<file path="config.mk">
export PLATFORM = sky130hd
export DESIGN_NAME = tx_pkt_wr_arbiter_flat
export DESIGN_NICKNAME = d
export VERILOG_FILES = /design/src/rtl/tx_pkt_wr_arbiter_if.sv /design/src/rtl/tx_pkt_wr_arbiter.sv /design/src/flat_wrapper.sv
export SDC_FILE = /design/constraint.sdc
export NUM_CORES = 1
export LEC_CHECK = 0
export CAP_MARGIN = 5
export CORE_AREA = 2 2 139 141
export CTS_CLUSTER_SIZE = 16
export DETAILED_ROUTE_END_ITERATION = 8
export DIE_AREA = 0 0 141 143
export PLACE_DENSITY = 0.72
export SKIP_CTS_REPAIR_TIMING = 1
export SYNTH_ARGS = -nofsm -noshare
export SYNTH_HDL_FRONTEND = slang
export SYNTH_SLANG_ARGS = --single-unit
</file>
<file path="constraint.sdc">
create_clock -name clk -period 6 [get_ports clk]
set_input_delay 0.6 -clock clk [delete_from_list [all_inputs] [get_ports clk]]
set_output_delay 0.6 -clock clk [all_outputs]
set_load 0.01 [all_outputs]
</file>
<file path="src/rtl/tx_pkt_wr_arbiter_if.sv">
// Requester-side beat handshake and TX FIFO write-port bundle of the packet write arbiter.
// The slave modport is the arbiter's view; master is the host/FIFO side.
interface tx_pkt_wr_arbiter_if #(
   parameter int NUM_REQ = 4,
   parameter int DATA_W  = 64,
   parameter int USEDW_W = 13
);
   logic                      tx_en;
   logic [NUM_REQ-1:0]        req_valid;
   logic [NUM_REQ-1:0]        req_sop;
   logic [NUM_REQ-1:0]        req_eop;
   logic [NUM_REQ*DATA_W-1:0] req_data;
   logic [NUM_REQ-1:0]        req_ready;
   logic [DATA_W-1:0]         tx_data;
   logic                      tx_we;
   logic                      tx_full;
   logic [USEDW_W-1:0]        tx_usedw;
   logic [NUM_REQ-1:0]        grant;
   logic                      busy;
   logic                      pkt_err;
   logic [2:0]                err_req;

   modport master (
      output tx_en, req_valid, req_sop, req_eop, req_data, tx_full, tx_usedw,
      input  req_ready, tx_data, tx_we, grant, busy, pkt_err, err_req
   );

   modport slave (
      input  tx_en, req_valid, req_sop, req_eop, req_data, tx_full, tx_usedw,
      output req_ready, tx_data, tx_we, grant, busy, pkt_err, err_req
   );
endinterface

</file>
<file path="src/rtl/tx_pkt_wr_arbiter.sv">
// Packet-granular round-robin arbiter sharing the LMAC TX packet-data FIFO write port,
// gating every beat on FIFO occupancy and truncating packets longer than MAX_BEATS.
module tx_pkt_wr_arbiter #(
   parameter int NUM_REQ    = 4,
   parameter int DATA_W     = 64,
   parameter int USEDW_W    = 13,
   parameter int FIFO_DEPTH = 32,
   parameter int START_FREE = 4,
   parameter int MAX_BEATS  = 1200
) (
   input logic                clk,
   input logic                rst,
   tx_pkt_wr_arbiter_if.slave bus
);
   typedef enum logic [1:0] {IDLE, XFER, DRAIN} state_t;

   localparam logic [10:0] MAX_CNT  = 11'(MAX_BEATS);
   localparam logic [2:0]  LAST_IDX = 3'(NUM_REQ - 1);

   state_t              state_q, state_d;
   logic [2:0]          rr_ptr_q, rr_ptr_d;
   logic [2:0]          gnt_idx_q, gnt_idx_d;
   logic [NUM_REQ-1:0]  grant_q, grant_d;
   logic [10:0]         beat_cnt_q, beat_cnt_d;
   logic [DATA_W-1:0]   tx_data_q, tx_data_d;
   logic                tx_we_q, tx_we_d;
   logic                pkt_err_q, pkt_err_d;
   logic [2:0]          err_req_q, err_req_d;

   logic [USEDW_W:0]    used_sum;
   logic                space_ok, start_ok;
   logic [NUM_REQ-1:0]  cand, pick_oh, ready_vec;
   logic                lo_found, hi_found;
   logic [2:0]          lo_idx, hi_idx, pick_idx, next_ptr;
   logic [DATA_W-1:0]   own_data;
   logic                own_eop, accept;

   // Occupancy includes the write we are issuing this cycle, which tx_usedw does not yet see.
   assign used_sum = {1'b0, bus.tx_usedw} + {{USEDW_W{1'b0}}, tx_we_q};
   assign space_ok = !bus.tx_full && (int'(used_sum) < FIFO_DEPTH);
   assign start_ok = bus.tx_en && (int'(used_sum) + START_FREE <= FIFO_DEPTH);

   assign cand     = bus.req_valid & bus.req_sop;
   assign next_ptr = (gnt_idx_q == LAST_IDX) ? 3'd0 : gnt_idx_q + 3'd1;

   // First sop candidate at or after rr_ptr, wrapping to the lowest candidate otherwise.
   always_comb begin
      lo_found = 1'b0;
      hi_found = 1'b0;
      lo_idx   = '0;
      hi_idx   = '0;
      pick_oh  = '0;
      for (int i = NUM_REQ - 1; i >= 0; i--) begin
         if (cand[i]) begin
            lo_found = 1'b1;
            lo_idx   = 3'(i);
         end
         if (cand[i] && (i >= int'(rr_ptr_q))) begin
            hi_found = 1'b1;
            hi_idx   = 3'(i);
         end
      end
      pick_idx = hi_found ? hi_idx : lo_idx;
      for (int i = 0; i < NUM_REQ; i++) begin
         if (pick_idx == 3'(i)) pick_oh[i] = 1'b1;
      end
   end

   always_comb begin
      own_data = '0;
      for (int i = 0; i < NUM_REQ; i++) begin
         if (grant_q[i]) own_data = bus.req_data[i*DATA_W +: DATA_W];
      end
   end

   always_comb begin
      ready_vec = '0;
      unique case (state_q)
         XFER:    ready_vec = space_ok ? grant_q : '0;
         DRAIN:   ready_vec = grant_q;
         default: ready_vec = '0;
      endcase
   end

   assign own_eop = |(bus.req_eop & grant_q);
   assign accept  = |(ready_vec & bus.req_valid);

   always_comb begin
      state_d    = state_q;
      rr_ptr_d   = rr_ptr_q;
      gnt_idx_d  = gnt_idx_q;
      grant_d    = grant_q;
      beat_cnt_d = beat_cnt_q;
      tx_data_d  = tx_data_q;
      tx_we_d    = 1'b0;
      pkt_err_d  = 1'b0;
      err_req_d  = err_req_q;
      unique case (state_q)
         IDLE: begin
            if (start_ok && lo_found) begin
               state_d    = XFER;
               gnt_idx_d  = pick_idx;
               grant_d    = pick_oh;
               beat_cnt_d = '0;
            end
         end
         XFER: begin
            if (accept) begin
               tx_we_d    = 1'b1;
               tx_data_d  = own_data;
               beat_cnt_d = beat_cnt_q + 11'd1;
               if (own_eop) begin
                  state_d  = IDLE;
                  grant_d  = '0;
                  rr_ptr_d = next_ptr;
               end else if (beat_cnt_q + 11'd1 == MAX_CNT) begin
                  // The limit beat is still written; the rest of the packet is swallowed.
                  state_d   = DRAIN;
                  pkt_err_d = 1'b1;
                  err_req_d = gnt_idx_q;
               end
            end
         end
         DRAIN: begin
            if (accept && own_eop) begin
               state_d  = IDLE;
               grant_d  = '0;
               rr_ptr_d = next_ptr;
            end
         end
         default: state_d = IDLE;
      endcase
   end

   always_ff @(posedge clk) begin
      if (rst) begin
         state_q    <= IDLE;
         rr_ptr_q   <= '0;
         gnt_idx_q  <= '0;
         grant_q    <= '0;
         beat_cnt_q <= '0;
         tx_data_q  <= '0;
         tx_we_q    <= 1'b0;
         pkt_err_q  <= 1'b0;
         err_req_q  <= '0;
      end else begin
         state_q    <= state_d;
         rr_ptr_q   <= rr_ptr_d;
         gnt_idx_q  <= gnt_idx_d;
         grant_q    <= grant_d;
         beat_cnt_q <= beat_cnt_d;
         tx_data_q  <= tx_data_d;
         tx_we_q    <= tx_we_d;
         pkt_err_q  <= pkt_err_d;
         err_req_q  <= err_req_d;
      end
   end

   assign bus.req_ready = ready_vec;
   assign bus.tx_data   = tx_data_q;
   assign bus.tx_we     = tx_we_q;
   assign bus.grant     = grant_q;
   assign bus.busy      = (state_q != IDLE);
   assign bus.pkt_err   = pkt_err_q;
   assign bus.err_req   = err_req_q;
endmodule
</file>
<file path="src/flat_wrapper.sv">
// flat-port wrapper written by rule: the top's interface ports become plain ports
module tx_pkt_wr_arbiter_flat 
#(
   parameter int NUM_REQ    = 4,
   parameter int DATA_W     = 64,
   parameter int USEDW_W    = 13,
   parameter int FIFO_DEPTH = 32,
   parameter int START_FREE = 4,
   parameter int MAX_BEATS  = 1200
)
  (clk, rst, bus_tx_en, bus_req_valid, bus_req_sop, bus_req_eop, bus_req_data, bus_tx_full, bus_tx_usedw, bus_req_ready, bus_tx_data, bus_tx_we, bus_grant, bus_busy, bus_pkt_err, bus_err_req);
  tx_pkt_wr_arbiter_if #(.NUM_REQ(NUM_REQ), .DATA_W(DATA_W), .USEDW_W(USEDW_W)) bus_i ();
  input logic clk;
  input logic rst;
  input wire logic [$bits(bus_i.tx_en)-1:0] bus_tx_en;
  input wire logic [$bits(bus_i.req_valid)-1:0] bus_req_valid;
  input wire logic [$bits(bus_i.req_sop)-1:0] bus_req_sop;
  input wire logic [$bits(bus_i.req_eop)-1:0] bus_req_eop;
  input wire logic [$bits(bus_i.req_data)-1:0] bus_req_data;
  input wire logic [$bits(bus_i.tx_full)-1:0] bus_tx_full;
  input wire logic [$bits(bus_i.tx_usedw)-1:0] bus_tx_usedw;
  output wire logic [$bits(bus_i.req_ready)-1:0] bus_req_ready;
  output wire logic [$bits(bus_i.tx_data)-1:0] bus_tx_data;
  output wire logic [$bits(bus_i.tx_we)-1:0] bus_tx_we;
  output wire logic [$bits(bus_i.grant)-1:0] bus_grant;
  output wire logic [$bits(bus_i.busy)-1:0] bus_busy;
  output wire logic [$bits(bus_i.pkt_err)-1:0] bus_pkt_err;
  output wire logic [$bits(bus_i.err_req)-1:0] bus_err_req;
  assign bus_i.tx_en = bus_tx_en;
  assign bus_i.req_valid = bus_req_valid;
  assign bus_i.req_sop = bus_req_sop;
  assign bus_i.req_eop = bus_req_eop;
  assign bus_i.req_data = bus_req_data;
  assign bus_i.tx_full = bus_tx_full;
  assign bus_i.tx_usedw = bus_tx_usedw;
  assign bus_req_ready = bus_i.req_ready;
  assign bus_tx_data = bus_i.tx_data;
  assign bus_tx_we = bus_i.tx_we;
  assign bus_grant = bus_i.grant;
  assign bus_busy = bus_i.busy;
  assign bus_pkt_err = bus_i.pkt_err;
  assign bus_err_req = bus_i.err_req;
  tx_pkt_wr_arbiter #(.NUM_REQ(NUM_REQ), .DATA_W(DATA_W), .USEDW_W(USEDW_W), .FIFO_DEPTH(FIFO_DEPTH), .START_FREE(START_FREE), .MAX_BEATS(MAX_BEATS)) u_core (.clk(clk), .rst(rst), .bus(bus_i));
endmodule
</file>
==> results.md <==
* Slew Limit Headroom at 30.56%
* CP top delay family: buffers and inverters
* CP max FO at 18
* WP buf/inv at 3
* Post-synth EDFFs at 0
* CP startpoint: bus_tx_usedw[0]
* Critical path capture point: bus_req_ready[0]
* Initial Util at 32.93%
* PnR worst setup slack at 1212 ps
* Worst VDD drop at 0.09563 mV
* # diodes at 0
* Gpl congestion at 0.8546
* Worst slack at placement at 1189 ps
* Worst r2r src: u_core.bus.tx_we
* Worst hold slack at 467.9 ps
* TritonCTS clock tree: done
* Tmin final at 4788 ps
* Most common cell after layout, fill and taps aside: clkdlybuf4s50_1
* Status: complete, no violations
* Clk root buf: clkbuf_16
* Post-Syn Area per Cell at 6.882 sq um
* GR Util All Layers at 23.43%
* First-pass GRT wire length at 37.25 mm
* Hold Crit Class: flop to flop
* Fin util at 54.29%
* Core region area at 18580 sq um
* CP Cell Sequence: clkdlybuf4s50_1 > ha_1 > ha_1 > or3b_1 > a2111oi_2 > a21oi_1 > or3_1 > o31ai_1 > buf_4 > and2_1 > clkdlybuf4s50_1
* Wire length per cell at 17.53 microns
* Synth Instances at 889
* Critical path arrival at 4190 ps
* Sequential share of the synthesized area at 29.12%
* Clk sink count at 89
* TritonCTS Buffers at 9
* Seq cells post-synth at 89
* Ys flop type: dfxtp_1
* Reg2reg path depth at 10
* Slowest stage delay, CP at 550 ps
* FF-to-FF setup slack at 2270 ps
* Crit path max-delay cell type: clkdlybuf4s50_1
* Tcrit/Tclk final at 79.80%
* Routed via count at 7523
* Full die area at 20160 sq um
* Vias/cell at 5.290
* Synth unique cells at 56
* Die Ht at 143 microns
* Detail Route Antenna Nets at 0
* Async SR Flop Fraction at 0%
* Setup-failing EPs final at 0
* Critical R2R Capture: u_core.beat_cnt_q[9]
* Crit path required time at 5400 ps
* PwrDens at 138.5 nW/um^2
* DP Wirelength at 19.24 mm
* Port-buffer cells at 361
* RSZ-0062 raised after global routing: false
* Final routed DRC violation total at 0
* Layout Skew at 9.290 ps
* Total number of yosys warnings at 0
* # nets final at 1476
* Static leakage at 3.482 nW
* Layout cells sized above 1 at 3.199%
* Worst setup SP type: primary input
* Power after layout at 1.398 mW
* CP Class: primary input to primary output
* Mapped Area at 6118 sq um
* Fill cells at 1856
* Clk_lat worst skew at 350 ps
* Row Count at 50
* Overflow after GRT at 0
* MaxCap Viol Count at 0
* Inst Count DP at 1406
* 1st-pass router iterations at 5
* Die width at 141 microns
* Hold Fails Final Rpt at 0
* Vias in the first global route at 6768
* Top achievable clock speed at 208.9 MHz
* Antenna violations before repair at 0
* Setup TNS at 0 ps
* Most frequent cells in the layout: clkdlybuf4s50_1 (360), nor2_1 (211), a21oi_1 (147)
* Pins Over Slew Limit at 0
* Levels on crit path at 11
* Clock-pin slew on the worst setup and hold paths at 70 ps
* Area Growth Syn to Fin at 64.87%
* Placed cell area at 9792 sq um
* Slew @ Worst Pin at 1042 ps
* Non-Filler Instances at 1422
* Worst Setup End Kind: primary output
* Fin area at 10090 sq um
* Number of DRC markers in iteration 0 at 399
* Max Root-Sink Buffers at 2
* CTS H-tree lvls at 3
* Top Ports at 363
* Total wire length at 24.93 mm
* Largest net degree at the start of global routing at 111
* Post-synth net total at 1182
==> logic make-up after synthesis <==
group	Yosys count	share of synthesized area, %
XOR/XNOR	6	0.8589
multiplexers	8	1.329
other	1	0.06129
adder cells (fa/ha/maj)	8	1.636
buffers and inverters	100	6.544
flip-flops	89	29.12
AO/OA/AOI/OAI	348	36.85
AND/OR/NAND/NOR	329	23.60
==> where the power goes <==
group	total, mW	switching [mW]	internal, mW	leakage [nW]
Combinational	0.236	0.0639	0.172	2.62
Sequential	0.590	0.000225	0.590	0.719
Clock	0.571	0.246	0.325	0.143
==> registers in the layout, indices dropped and copies added (netlist names) <==
| register | flops |
|---|---|
| u_core.beat_cnt_q | 11 |
| u_core.bus.err_req | 2 |
| u_core.bus.grant | 4 |
| u_core.bus.pkt_err | 1 |
| u_core.bus.tx_data | 64 |
| u_core.bus.tx_we | 1 |
| u_core.gnt_idx_q | 2 |
| u_core.rr_ptr_q | 2 |
| u_core.state_q | 2 |
==> synth_stat cells, drive strengths merged (3+ instances only) <==
master	count	area, sq um
nor2	212	795.8
a22oi	64	480.5
nor2b	3	18.77
o31a	3	35.04
clkbuf	73	274.0
and3	4	25.02
nor3	11	55.05
o21ai	17	85.08
a31oi	6	37.54
nand2	34	127.6
a21oi	147	735.7
buf	16	85.08
ha	8	100.1
inv	11	41.29
and2	8	50.05
o31ai	7	52.55
nand4	11	68.82
a221oi	3	26.28
nor4	7	50.05
xnor2	5	43.79
mux2i	7	70.07
nand2b	4	25.02
or3	6	37.54
a22o	3	26.28
nand4b	4	35.03
o311ai	11	96.34
nand3	16	80.08
a211oi	67	503.0
o21a	3	22.52
dfxtp	89	1782
==> cell type report <==
cell class	count	area, sq um	area share, %
flip-flops and latches	89	1790	17.75
repair buffers	372	3716	36.84
clock inverters	6	66.31	0.6574
clock buffers	10	229.0	2.270
multi-input cells	700	3951	39.17
inverters	11	41.29	0.4093
well taps	234	292.8	2.903
==> worst min path at each step <==
stage | from | endpoint | slack (ps) | depth (start not counted)
4_1_cts | u_core.rr_ptr_q[0] | u_core.rr_ptr_q[0] | 470 | 2
3_5_place_dp | u_core.rr_ptr_q[0] | u_core.rr_ptr_q[0] | 460 | 2
2_1_floorplan | u_core.rr_ptr_q[0] | u_core.rr_ptr_q[0] | 450 | 2
6_report | u_core.rr_ptr_q[0] | u_core.rr_ptr_q[0] | 470 | 2
5_1_grt | u_core.rr_ptr_q[0] | u_core.rr_ptr_q[0] | 490 | 2
3_3_place_gp | u_core.rr_ptr_q[0] | u_core.rr_ptr_q[0] | 460 | 2
==> per-layer routing <==
layer | GRT usage [%] | up-vias | routed length, microns
met4 | 7.737 | 0 | 573
li1 | - | 3880 | -
met1 | 28.92 | 3303 | 10390
met5 | 0 | - | 0
met2 | 41.08 | 307 | 12260
met3 | 4.527 | 33 | 1702
==> worst min-delay path: stages (launching register included) <==
cell	delay (ps)
dfxtp_1	320
nand2_1	60
a21oi_1	50
No activity file was read; power rests on OpenSTA's default activity.
